File: src/rtl/fpall_issue_ctrl.sv
// rtl/fpall_issue_ctrl.sv - FPU issue controller with tag pipeline, credit flow control and in-order result FIFO
package fpall_pkg;
  typedef enum logic [1:0] {
    FP16   = 2'd0,
    BF16   = 2'd1,
    BF16X2 = 2'd2,
    FP32   = 2'd3
  } fp_fmt_e;

  typedef enum logic [1:0] {
    OP_MUL = 2'd0,
    OP_ADD = 2'd1,
    OP_SUB = 2'd2,
    OP_FMA = 2'd3
  } fp_op_e;
endpackage

module fpall_issue_ctrl
  import fpall_pkg::*;
#(
  parameter int LAT   = 2,
  parameter int DEPTH = 4,
  parameter int TAG_W = 4
) (
  input  logic                         clk,
  input  logic                         rst_n,
  input  logic                         in_valid,
  output logic                         in_ready,
  input  fp_fmt_e                      in_fmt,
  input  fp_op_e                       in_op,
  input  logic [31:0]                  in_x,
  input  logic [31:0]                  in_y,
  input  logic [TAG_W-1:0]             in_tag,
  output fp_fmt_e                      fpu_fmt,
  output fp_op_e                       fpu_opcode,
  output logic [31:0]                  fpu_x,
  output logic [31:0]                  fpu_y,
  input  logic [31:0]                  fpu_r,
  output logic                         out_valid,
  input  logic                         out_ready,
  output logic [31:0]                  out_r,
  output logic [TAG_W-1:0]             out_tag,
  output logic [$clog2(DEPTH+1)-1:0]   outstanding
);

  localparam int CNT_W = $clog2(DEPTH + 1);
  localparam int PTR_W = (DEPTH > 1) ? $clog2(DEPTH) : 1;

  logic                   run;
  logic                   accept;
  logic                   pop;
  logic                   push;
  logic [LAT-1:0]         sr_vld;
  logic [TAG_W-1:0]       sr_tag [LAT];
  logic [31:0]            r_mem  [DEPTH];
  logic [TAG_W-1:0]       t_mem  [DEPTH];
  logic [PTR_W-1:0]       wr_ptr;
  logic [PTR_W-1:0]       rd_ptr;
  logic [CNT_W-1:0]       count;

  // in_ready stays low during reset and rises on the first edge after release;
  // credits come only from registered state, so a same-cycle pop cannot bypass.
  assign in_ready  = run && (outstanding < CNT_W'(DEPTH));
  assign accept    = in_valid && in_ready;
  assign out_valid = (count != '0);
  assign pop       = out_valid && out_ready;
  assign push      = sr_vld[LAT-1];
  assign out_r     = r_mem[rd_ptr];
  assign out_tag   = t_mem[rd_ptr];

  // Run flag: marks the first clock after reset release.
  always_ff @(posedge clk or negedge rst_n) begin
    if (!rst_n) run <= 1'b0;
    else        run <= 1'b1;
  end

  // FPU operand registers: load on accept, otherwise hold to avoid toggling.
  always_ff @(posedge clk or negedge rst_n) begin
    if (!rst_n) begin
      fpu_fmt    <= FP16;
      fpu_opcode <= OP_MUL;
      fpu_x      <= '0;
      fpu_y      <= '0;
    end else if (accept) begin
      fpu_fmt    <= in_fmt;
      fpu_opcode <= in_op;
      fpu_x      <= in_x;
      fpu_y      <= in_y;
    end
  end

  // Valid+tag shift register tracking each operation through the FPU pipeline.
  always_ff @(posedge clk or negedge rst_n) begin
    if (!rst_n) begin
      sr_vld <= '0;
      for (int i = 0; i < LAT; i++) sr_tag[i] <= '0;
    end else begin
      sr_vld[0] <= accept;
      sr_tag[0] <= in_tag;
      for (int i = 1; i < LAT; i++) begin
        sr_vld[i] <= sr_vld[i-1];
        sr_tag[i] <= sr_tag[i-1];
      end
    end
  end

  // Result FIFO storage; the credit limit guarantees a free slot on every push.
  always_ff @(posedge clk) begin
    if (push) begin
      r_mem[wr_ptr] <= fpu_r;
      t_mem[wr_ptr] <= sr_tag[LAT-1];
    end
  end

  // FIFO pointers (wrap modulo DEPTH) and occupancy.
  always_ff @(posedge clk or negedge rst_n) begin
    if (!rst_n) begin
      wr_ptr <= '0;
      rd_ptr <= '0;
      count  <= '0;
    end else begin
      if (push) wr_ptr <= (wr_ptr == PTR_W'(DEPTH - 1)) ? '0 : wr_ptr + 1'b1;
      if (pop)  rd_ptr <= (rd_ptr == PTR_W'(DEPTH - 1)) ? '0 : rd_ptr + 1'b1;
      case ({push, pop})
        2'b10:   count <= count + 1'b1;
        2'b01:   count <= count - 1'b1;
        default: count <= count;
      endcase
    end
  end

  // Outstanding credits: in-flight operations plus FIFO occupancy.
  always_ff @(posedge clk or negedge rst_n) begin
    if (!rst_n) begin
      outstanding <= '0;
    end else begin
      case ({accept, pop})
        2'b10:   outstanding <= outstanding + 1'b1;
        2'b01:   outstanding <= outstanding - 1'b1;
        default: outstanding <= outstanding;
      endcase
    end
  end

endmodule

File: config.mk
export PLATFORM = sky130hd
export DESIGN_NAME = fpall_issue_ctrl
export DESIGN_NICKNAME = d
export VERILOG_FILES = /design/src/rtl/fpall_issue_ctrl.sv
export SDC_FILE = /design/constraint.sdc
export NUM_CORES = 1
export LEC_CHECK = 0
export ABC_AREA = 1
export CORE_ASPECT_RATIO = 1.4
export CORE_MARGIN = 8
export CORE_UTILIZATION = 50
export CTS_BUF_LIST = sky130_fd_sc_hd__clkbuf_16
export DETAILED_ROUTE_END_ITERATION = 10
export PLACE_DENSITY = 0.8
export SYNTH_ARGS = -nofsm -noshare
export SYNTH_HDL_FRONTEND = slang
export SYNTH_SLANG_ARGS = --single-unit
File: constraint.sdc
create_clock -name clk -period 4.7 [get_ports clk]
set_clock_uncertainty 0.05 [all_clocks]
set_input_delay 0.94 -clock clk [delete_from_list [all_inputs] [get_ports clk]]
set_output_delay 0.94 -clock clk [all_outputs]
set_load 0.05 [all_outputs]
=== After elaboration in Yosys (flattened, before gate mapping) ===
Memory sizes are Yosys's and may differ from the RTL's.
Cells that the tools add are included.

* Register bits after elaboration: 89
* RAM bits: 144
* Input port bits: 108
* Output and inout bits: 109
* Word-level logic and storage cells: 39
* Memories kept: 2

{| class="wikitable"
|+ Memories
! memory !! words !! bits a word !! rd ports !! clocked after Yosys merged registers in !! write ports !! RTL line !! RTL
|-
| r_mem || 4 || 32 || 1 || 0 || 1 || 55 || <nowiki>logic [31:0] r_mem [DEPTH];</nowiki>
|-
| t_mem || 4 || 4 || 1 || 0 || 1 || 56 || <nowiki>logic [TAG_W-1:0] t_mem [DEPTH];</nowiki>
|}

* Add/subtract/negate cells: 6
* $lt $le $gt $ge: 1
* Eq/ne operators: 6
* Multiplexer cells: 6
* Reductions and logical operators: 6

{| class="wikitable"
|+ Operators by type and width
! cell !! count
|-
| one-hot mux 3 bit (2 select lines) || 2
|-
| == test 2 bit, second input constant || 4
|-
| adder 3 x 1 -> 3 bit, second input constant || 2
|-
| subtractor 3 x 1 -> 3 bit, second input constant || 2
|-
| adder 2 x 1 -> 2 bit, second input constant || 2
|-
| == test 2 x 1 -> 1 bit, second input constant || 2
|-
| two-way mux 2 bit || 2
|-
| nonzero test 2 bit || 2
|-
| logical AND 1 bit || 3
|-
| less-than comparator 3 bit, second input constant || 1
|-
| nonzero test 3 bit || 1
|-
| two-way mux 1 bit || 2
|}

=== Logic depth before layout (Yosys ltp) ===
Gate-level depths: netlist (run 1).

* Depth after elaboration: 5
* Mapped depth: 12
* Mapped depth without buffers: 12

=== Least setup slack after synthesis (run 1) ===
Ideal clock, no wire load.

* Path kind: register to register
* Start: register outstanding[2]
* End: register outstanding[2]
* Library setup time: 0.120 ns
* Arrival time: 2.154 ns
* Data required time: 4.530 ns
* Slack: 2.376 ns
* Cell stages (with the launch flop): 10
* Buffers on the path: 1
* Clock period less this slack: 2.324 ns
* Path through: dfrtp_1 -> nor2_4 -> nand2_4 -> buf_2 -> ha_1 -> fa_1 -> nand2_1 -> nand3_1 -> nand2_1 -> nand2_1

* Longest elaborated chain between the ends: 5
* Elaborated cells on any way between the ends: 9

{| class="wikitable"
|+ Ends and longest elaborated chain
! item !! RTL line !! RTL
|-
| start: declaration || 43 || <nowiki>output logic [$clog2(DEPTH+1)-1:0] outstanding</nowiki>
|-
| start signal: assignment || 138 || <nowiki>2'b10: outstanding <= outstanding + 1'b1;</nowiki>
|-
| start signal: assignment || 139 || <nowiki>2'b01: outstanding <= outstanding - 1'b1;</nowiki>
|-
| start signal: assignment || 140 || <nowiki>default: outstanding <= outstanding;</nowiki>
|-
| less-than comparator 3 bit (*) || 63 || <nowiki>assign in_ready = run && (outstanding < CNT_W'(DEPTH));</nowiki>
|-
| logical AND 1 bit (*) || 63 ||
|-
| via in_ready || 28 || <nowiki>output logic in_ready,</nowiki>
|-
| logical AND 1 bit (*) || 64 || <nowiki>assign accept = in_valid && in_ready;</nowiki>
|-
| == test 2 x 1 -> 1 bit / == test 2 bit (equally long branches) || 137 || <nowiki>case ({accept, pop})</nowiki>
|-
| one-hot mux 3 bit (2 select lines) / nonzero test 2 bit (equally long branches) || -- ||
|}

The timed path passes the listed nets; every way through them passes the cells marked *.
A chain may end at the register's enable or synchronous reset.

=== Worst setup path in the final report (run 1) ===
* Start: register rd_ptr[0]
* End: output port out_r[17]

* Longest elaborated chain between the ends: 1

{| class="wikitable"
|+ Ends and longest elaborated chain
! item !! RTL line !! RTL
|-
| start: declaration || 58 || <nowiki>logic [PTR_W-1:0] rd_ptr;</nowiki>
|-
| start signal: assignment || 123 || <nowiki>if (pop) rd_ptr <= (rd_ptr == PTR_W'(DEPTH - 1)) ? '0 : rd_ptr + 1'b1;</nowiki>
|-
| memory read (4 x 32 bit) || -- ||
|-
| end: declaration || 41 || <nowiki>output logic [31:0] out_r,</nowiki>
|}

Every way passes these cells.

==> run metrics, run 1 <==
status finished clean; Pins Over Slew Limit 0; Rows 58; Synth Warn # 0; DR iter-0 viols 284; Util after Layout 0.678; placed wire-length estimate 13700 um; Critical Path End Type output pin; Cell Area, Synth 9130 um2; hold_sp sr_vld[0]; slew margin rel. 0.245; H-tree Lvls 1; power share of the combinational group 0.462; Post-synth EDFFs 144; crit path time final 3.47 ns; Psw 3.88 mW; crit path max fanout 117; Post-CTS Resized 0; Remaining DRCs 0; FFs w/ async S/R, synth 0.382; sequential share of the synthesized area 0.718; Mapped Cells 797; commonest cells in the netlist nand2_1 (335), edfxtp_1 (144), inv_1 (91); hold buffers post-CTS 0; Period Utilization, post-route 0.739; Max Freq 0.288 GHz; Hold Path End sr_vld[1]; Setup Buffers After CTS 0; GPL Wtd Cong 0.770; Worst setup SP type register; floorplan core area 17900 um2; Layout area overhead 33.1%; Via Count 6241; port bufs 216; critical path type register to output pin; diode count 0; layout cells sized above 1 0.0818; worst r2r dst outstanding[2]; PwrDens 728 nW/um2; TritonCTS clock tree done; Total Routing Usage GR 0.181; Sink Count 233; DR vias/cell 4.93; CP arrival 2.48 ns; GRT overflow 0; First-pass DRT Iterations 4; VDD IR max 606 uV; ys flop type edfxtp_1; TritonCTS buffer count 22; CTS Buffer Depth 3; Slew @ Worst Pin 1.13 ns; final wirelength 20500 um; endpoints failing setup 0; P_int 4.97 mW; clock share of power 0.204; Min-Delay Path Depth 0; antenna viol nets, final 0; die area 22900 um2; Synth Net Count 914; Initial Util 0.509; largest cells by area after synthesis edfxtp_1 (47%), dfrtp_1 (24%), nand2_1 (14%), o211ai_1 (5.9%), inv_1 (3.7%); Synth top area share 0.474; Net Sw Frac 0.438; type of the worst min-delay path register to register; RSZ-0062 raised after global routing false; # placed instances 1227; largest net degree at the start of global routing 118; Clock Pin Slew Worst Setup and Hold Paths 0.06 ns; number of distinct library cells after synthesis 21; Yosys reg bits 233; io pins 217; Die Height 176 um; final hold vios 0; r2r setup slk 2.76 ns; Filler cells 1293; Seq pwr share 0.335; max-cap violation count 0; nets@finish 1128; P_leak 5.27 nW; r2r worst-path depth 10; DIE WIDTH 130 um; cell accounting for the most synthesized area edfxtp_1; first-pass GRT wire length 32400 um; wire per inst 16.2 um; Worst EP required 3.71 ns; worst r2r src count[0]; count leader, synth nand2_1; initial antenna violation count 0; vias in the first global route 6599; Setup TNS 0 ns; Syn Area/Cell 11.4 um2; Post-Layout Cell Count 1267; root buffer cell clkbuf_16; Clk Latency, worst-skew pair 0.49 ns
-- critical path, cell delays in order (launching register included) --
cell and delay, ns:
dfrtp_4 1.12, buf_4 0.35, nand2_1 0.08, o211ai_1 0.09, nand2_1 0.08, buf_4 0.19
-- cells by family after synthesis --
group	share of synthesized area
buffers and inverters	0.0596
other	0.000411
adder cells (fa/ha/maj)	0.0140
AO/OA/AOI/OAI	0.0609
XOR/XNOR	0.00192
flip-flops	0.718
AND/OR/NAND/NOR	0.145
-- placed cells by master, fill, tap and decap left out, drive strengths merged --
master,synthesis,routed
inv,92,94
xnor2,2,2
ha,7,7
nand2,336,336
conb,1,1
fa,2,2
clkinv,1,11
nand3,5,5
o21ai,3,3
clkdlybuf4s50,0,179
bufinv,0,4
clkinvlp,0,1
nor2,3,3
nand4,2,2
clkbuf,10,23
edfxtp,144,144
o211ai,72,72
dfrtp,89,89
buf,28,49
-- cell type report --
| cell class | count | area [um2] | area share |
|---|---|---|---|
| multi-input combinational | 433 | 2030 | 0.167 |
| sequential | 233 | 6560 | 0.540 |
| timing repair buffer | 228 | 2160 | 0.178 |
| clock inverter | 17 | 176 | 0.0145 |
| tap | 240 | 300 | 0.0247 |
| clock buffer | 23 | 576 | 0.0474 |
| inverter | 93 | 349 | 0.0287 |
-- per-stage QoR --
step	hold WS, ns	setup slack [ns]	instance area (um2)	power, mW
after global placement	0.282	1.84	11400	7.03
after global routing	0.318	1.04	12100	9.30
final	0.297	1.23	12100	8.84
after detailed placement	0.286	1.76	11400	7.10
after floorplan	0.281	2.38	9130	5.70
after CTS	0.300	1.23	12100	8.95
-- metal layers --
metal	part of all wire	vias up	GRT usage	wire (um)
li1	-	3017	-	-
met1	0.36	2961	0.191	7440
met2	0.49	228	0.311	10000
met3	0.12	35	0.0810	2540
met4	0.026	0	0.0593	534
met5	0	-	0	0
-- state kept, by name, indices dropped and copies added (netlist names) --
register	flops
fpu_y	32
t_mem	16
fpu_fmt	2
fpu_x	32
r_mem	128
rd_ptr	2
fpu_opcode	2
count	3
sr_vld	2
sr_tag	8
wr_ptr	2
run	1
outstanding	3
-- power groups by stage --
stage          clock network (mW)  logic (mW)  registers [mW]
2_1_floorplan                   0        1.86            3.84
3_3_place_gp                    0        4.06            2.97
3_5_place_dp                    0        4.12            2.99
4_1_cts                      1.86        4.13            2.96
5_1_grt                      1.92        4.35            3.02
6_report                     1.80        4.08            2.96
-- worst max path at each step --
stage                               from             end  slack [ns]  cells after the start
after floorplan           outstanding[2]  outstanding[2]        2.38                      9
after global placement         rd_ptr[0]        out_r[7]        1.84                      5
after detailed placement       rd_ptr[0]        out_r[6]        1.76                      5
after CTS                      rd_ptr[0]        out_r[6]        1.23                      5
after global routing           rd_ptr[0]       out_r[14]        1.04                      5
final                          rd_ptr[0]       out_r[17]        1.23                      5
(Power assumes the default switching activity.)
==> inputs of run 2 (changes only) <==
- CORE_UTILIZATION: 50 -> 45
- PLACE_DENSITY: 0.8 -> 0.76
- clock period: 4.7 -> 2.8 ns (I/O delays scaled with it)
==> run 2 against run 1 <==
Setup slack worse by 0.98 ns. Critical path type unchanged. Non-clock buffer count rose by 6. First-iteration DRC count down 11%. Highest routed layer unchanged. Register-to-register slack got worse by 1.9 ns. Global-route usage is 1.1 points lower. Clock-buffer cell count unchanged. Hold slack got worse by 0.00057 ns. Critical path depth stayed put. Via count is 1.1% lower. Largest cell class unchanged. Routed wire length increased by 2.3%. Die area up 9.9%. Final area is 0.59% higher.
==> run metrics, run 2 (same netlist as run 1, synthesis figures left out) <==
CTS Buffer Depth 3 (unchanged); CP arrival 1.94 ns (-0.54 ns); Pins Over Slew Limit 0 (unchanged); max reg flops 128 (unchanged); Critical Path Start rd_ptr[0]; io pins 217 (unchanged); RSZ-0062 raised after global routing false; P_leak 5.31 nW (+0.82%); Worst path slowest cell dfrtp_4; max-cap violation count 0 (unchanged); Max Freq 0.392 GHz; Layout area overhead 33.9%; DR iter-0 viols 254 (-11%); initial antenna violation count 0 (unchanged); Remaining DRCs 0 (unchanged); commonest non-fill, non-tap cell in the layout nand2_1; root buffer cell clkbuf_16; CP bufs+invs 2 (unchanged); Rows 61 (+5.2%); worst r2r src count[0]; commonest cells after routing, fill and taps aside nand2_1 (335), clkdlybuf4s50_1 (179), edfxtp_1 (144), inv_1 (92), dfrtp_1 (88); Period Utilization, post-route 0.912; status finished clean; port bufs 216 (unchanged); DR vias/cell 4.81 (-2.3%); placed wire-length estimate 14100 um (+2.7%); crit path setup slack, layout 0.246 ns (-0.980 ns); Sink Count 233 (unchanged); largest register by flop count r_mem; Clk Latency, worst-skew pair 0.49 ns (about the same); Slew @ Worst Pin 0.695 ns (-0.438 ns); H-tree Lvls 1 (unchanged); Clock Pin Slew Worst Setup and Hold Paths 0.06 ns (about the same); Worst EP required 2.19 ns (-1.52 ns); TritonCTS clock tree done; endpoints failing setup 0 (unchanged); crit path time final 2.55 ns; crit path max fanout 31 (-74%); First-pass DRT Iterations 4 (unchanged); Overall Power 14.9 mW (+68%); floorplan core area 19900 um2 (+11%); DIE WIDTH 136 um (+4.7%); layout cells sized above 1 0.0874 (+0.00559); hold_sp sr_vld[0]; critical path type register to output pin; Setup TNS 0 ns (unchanged); VDD IR max 863 uV (+42%); antenna viol nets, final 0 (unchanged); Total Routing Usage GR 0.169 (-0.0113); diode count 0 (unchanged); type of the worst min-delay path register to register; Die Height 184 um (+4.9%); pre-CTS setup slack 0.452 ns (-1.30 ns); nets@finish 1135 (+0.62%); Min-Delay Path Depth 0 (unchanged); die area 25200 um2 (+9.9%); Post-CTS Resized 0 (unchanged); TritonCTS buffer count 23 (+4.5%); PwrDens 1220 nW/um2 (+67%); final wirelength 21000 um (+2.3%); crit-path leading delay family flip-flops; vias in the first global route 6568 (-0.47%); Via Count 6171 (-1.1%); slew margin rel. 0.537 (+0.292); Worst setup SP type register; Largest regs r_mem (128), fpu_x (32), fpu_y (32); worst-path cell chain buf_4, nand2_1, o211ai_1, nand2_1, buf_4; Fin Hold WS 0.297 ns (-0.000572 ns); GRT overflow 0 (unchanged); largest net degree at the start of global routing 69 (-42%); CP peak stage delay 0.61 ns (-0.51 ns); final hold vios 0 (unchanged); first-pass GRT wire length 33800 um (+4.2%); GPL Wtd Cong 0.757 (-1.6%); Critical Path End Type output pin; Initial Util 0.458 (-0.0510); r2r worst-path depth 10 (unchanged); wire per inst 16.4 um (+1.1%); CP Depth 5 (unchanged)
## run 2: changes by cell type in the layout (fill, tap and decap cells not counted), sizes merged
cell         before  now
clkinvlp          1    0
clkinv           11    6
buf              49   54
dlygate4sd3       0    1
inv              94   98
bufinv            4    3
## run 2: worst paths after layout
kind / endpoint / slack, ns
min: sr_vld[1] / 0.30
min reg2reg: sr_vld[1] / 0.30
max: out_r[6] / 0.25
max in group asynchronous: fpu_y[31] / 1.55
min in group asynchronous: fpu_y[1] / 0.53
max reg2reg: outstanding[2] / 0.85
## run 2: cell type report
type	instances	area [um2]
flip-flops and latches	233	6560
repair buffers	234	2250
fillers	1601	7700
inverters	93	349
clock inverters	14	140
well taps	252	315
multi-input cells	433	2030
clock buffers	23	576
## run 2: per-stage QoR
step                      utilization  instance area, um2  instances
after floorplan                     -                9130        797
after global placement          0.576               11500       1243
after detailed placement        0.576               11500       1243
after CTS                       0.613               12200       1281
after global routing            0.613               12200       1282
final                           0.613               12200       1282
## run 2: per-layer routing
metal | wire length, um | vias to the layer above | track usage | share of wire
met5 | 0 | - | 0 | 0
met4 | 321 | 0 | 0.0445 | 0.015
met3 | 2830 | 30 | 0.0877 | 0.13
met2 | 9960 | 229 | 0.281 | 0.47
met1 | 7900 | 2881 | 0.186 | 0.38
li1 | - | 3031 | - | -
## run 2: power by group
part	internal, mW	switching, mW
clock network	1.76	1.20
logic	2.16	4.93
registers	4.39	0.434
## run 2: timing repair
action | CTS | global route
endpoints found under the hold margin | 32 | 0
setup endpoints to repair | 0 | 5
hold buffers | 1 | 0
setup buffers | 0 | 1
==> patch (settings of run 2) <==
The parameter `DEPTH` goes from 4 to 2.
--- a/src/rtl/fpall_issue_ctrl.sv
+++ b/src/rtl/fpall_issue_ctrl.sv
@@ -19,7 +19,7 @@
   import fpall_pkg::*;
 #(
   parameter int LAT   = 2,
-  parameter int DEPTH = 4,
+  parameter int DEPTH = 2,
   parameter int TAG_W = 4
 ) (
   input  logic                         clk,
Ports: changed (resized outstanding); port bits go from 217 to 216. No check against the original RTL was run, so the function may have changed too.
==> patch against run 2 <==
Highest routed layer unchanged. Area after synthesis fell by 37%. Power fell by 25%. Fmax rose by 6.3%. Cell area fell by 30%. Critical path type unchanged. Worst setup slack improved by 150 ps. Wire length fell by 29%. Sequential cell count fell by 76. First-iteration DRC count fell by 27%.
==> patch: results (changes against run 2) <==
Outcome
  • Status: completed (unchanged)

Final layout
  • FILL cells: 925 (was 1601)
  • Biggest regs: r_mem: 64 flops, fpu_x: 32 flops, fpu_y: 32 flops (was r_mem: 128 flops, fpu_x: 32 flops, fpu_y: 32 flops)
  • Post-Layout Cell Count: 918 (was 1282)
  • Share of cells above drive strength 1: 10.6% (was 8.74%)
  • Final Cell Area: 8600 sq um (was 12200 sq um)
  • Final nets: 862 (was 1135)

Power and ir drop
  • P_int: 5.89 mW (was 8.31 mW)
  • Max VDD drop: 0.000884 V (was 0.000863 V)
  • Static Leakage: 3.94 nW (was 5.31 nW)

Place
  • Final HPWL DP: 10700 um (was 14100 um)
  • Final GP Congestion: 0.760 (was 0.757)

Clock network
  • Worst-Skew Late Latency: 410 ps (was 490 ps)
  • CTS Buffer Depth: 2 (was 3)
  • TritonCTS Buffers: 17 (was 23)

Synthesis
  • Net Count, Synth: 641 (was 914)
  • Post-synth EDFFs: 72 (was 144)
  • Seq/Total Area, Yosys: 74.2% (was 71.8%)
  • Post-synth ARST share: 54.1% (was 38.2%)
  • Synth cell types: 18 (was 21)
  • Largest cells by area after synthesis: edfxtp_1 37%, dfrtp_1 37%, nand2_1 21%, buf_2 1.3%, inv_1 0.71% (was edfxtp_1 47%, dfrtp_1 24%, nand2_1 14%, o211ai_1 5.9%, inv_1 3.7%)
  • Commonest cells post-synth: 325 x nand2_1, 85 x dfrtp_1, 72 x edfxtp_1, 15 x buf_2, 11 x inv_1 (was 335 x nand2_1, 144 x edfxtp_1, 91 x inv_1, 89 x dfrtp_1, 72 x o211ai_1)
  • Post-synthesis average cell area: 10.9 sq um (was 11.4 sq um)

Route
  • Met2 WL: 6680 um (was 9960 um)
  • Met3 wire length: 1790 um (was 2830 um)
  • Routed WL: 14900 um (was 21000 um)
  • Via count: 4335 (was 6171)

Critical path
  • Setup slack on the worst flop-to-flop path: 1270 ps (was 850 ps)

GRT
  • Largest net degree at the start of global routing: 70 (was 69)
  • GRT Total Usage: 18.2% (was 16.9%)

Timing
  • Worst slew pin tran: 677 ps (was 695 ps)
  • Hold slack: 298 ps (was 297 ps)
## patch: changes by cell type after synthesis, sizes merged, moves of 8 or more
cell	before	now
buf	28	19
clkbuf	10	2
edfxtp	144	72
inv	92	14
nand2	336	325
o211ai	72	0
## patch: worst max-delay path, stage by stage (launching register included)
cell and delay, ps:
dfrtp_1 420, nor2_1 130, clkdlybuf4s50_1 830
## patch: worst paths after layout
path | startpoint | end
setup / recovery | outstanding[1] | in_ready
hold / removal | sr_tag[5] | sr_tag[1]
setup reg to reg | wr_ptr | r_mem[1][30]
hold reg to reg | sr_tag[5] | sr_tag[1]
max in group asynchronous | rst_n | sr_vld[1]
min in group asynchronous | rst_n | fpu_y[24]
## patch: cell type report
cell class	instances	area share (%)
multi-input cells	339	15.5
inverters	14	0.611
well taps	153	2.22
repair buffers	223	25.1
clock buffers	17	4.94
clock inverters	15	1.76
flip-flops and latches	157	49.8
## patch: routing by layer
| layer | global-route usage [%] | vias up |
|---|---|---|
| met3 | 10.5 | 16 |
| met5 | 0 | - |
| met4 | 6.66 | 0 |
| met1 | 21.4 | 2018 |
| li1 | - | 2109 |
| met2 | 27.2 | 192 |
## patch: power by group through the flow
stage | logic [mW] | registers, mW | clock network [mW]
4_1_cts | 5.57 | 3.41 | 2.25
5_1_grt | 5.83 | 3.48 | 2.36
6_report | 5.51 | 3.41 | 2.22
3_5_place_dp | 5.55 | 3.44 | 0
2_1_floorplan | 1.86 | 5.12 | 0
3_3_place_gp | 5.48 | 3.41 | 0
## patch: cell families after synthesis
group,synth area share (%)
other cells,0.0649
buf+inv,2.86
fa+ha+maj,0.433
flops,74.2
xor+xnor,0.455
simple gates,22.0
## patch: timing repair
action                                 in CTS  in global routing
setup endpoints to repair                   0                  0
endpoints found under the hold margin      23                  0
hold buffers                                1                  0
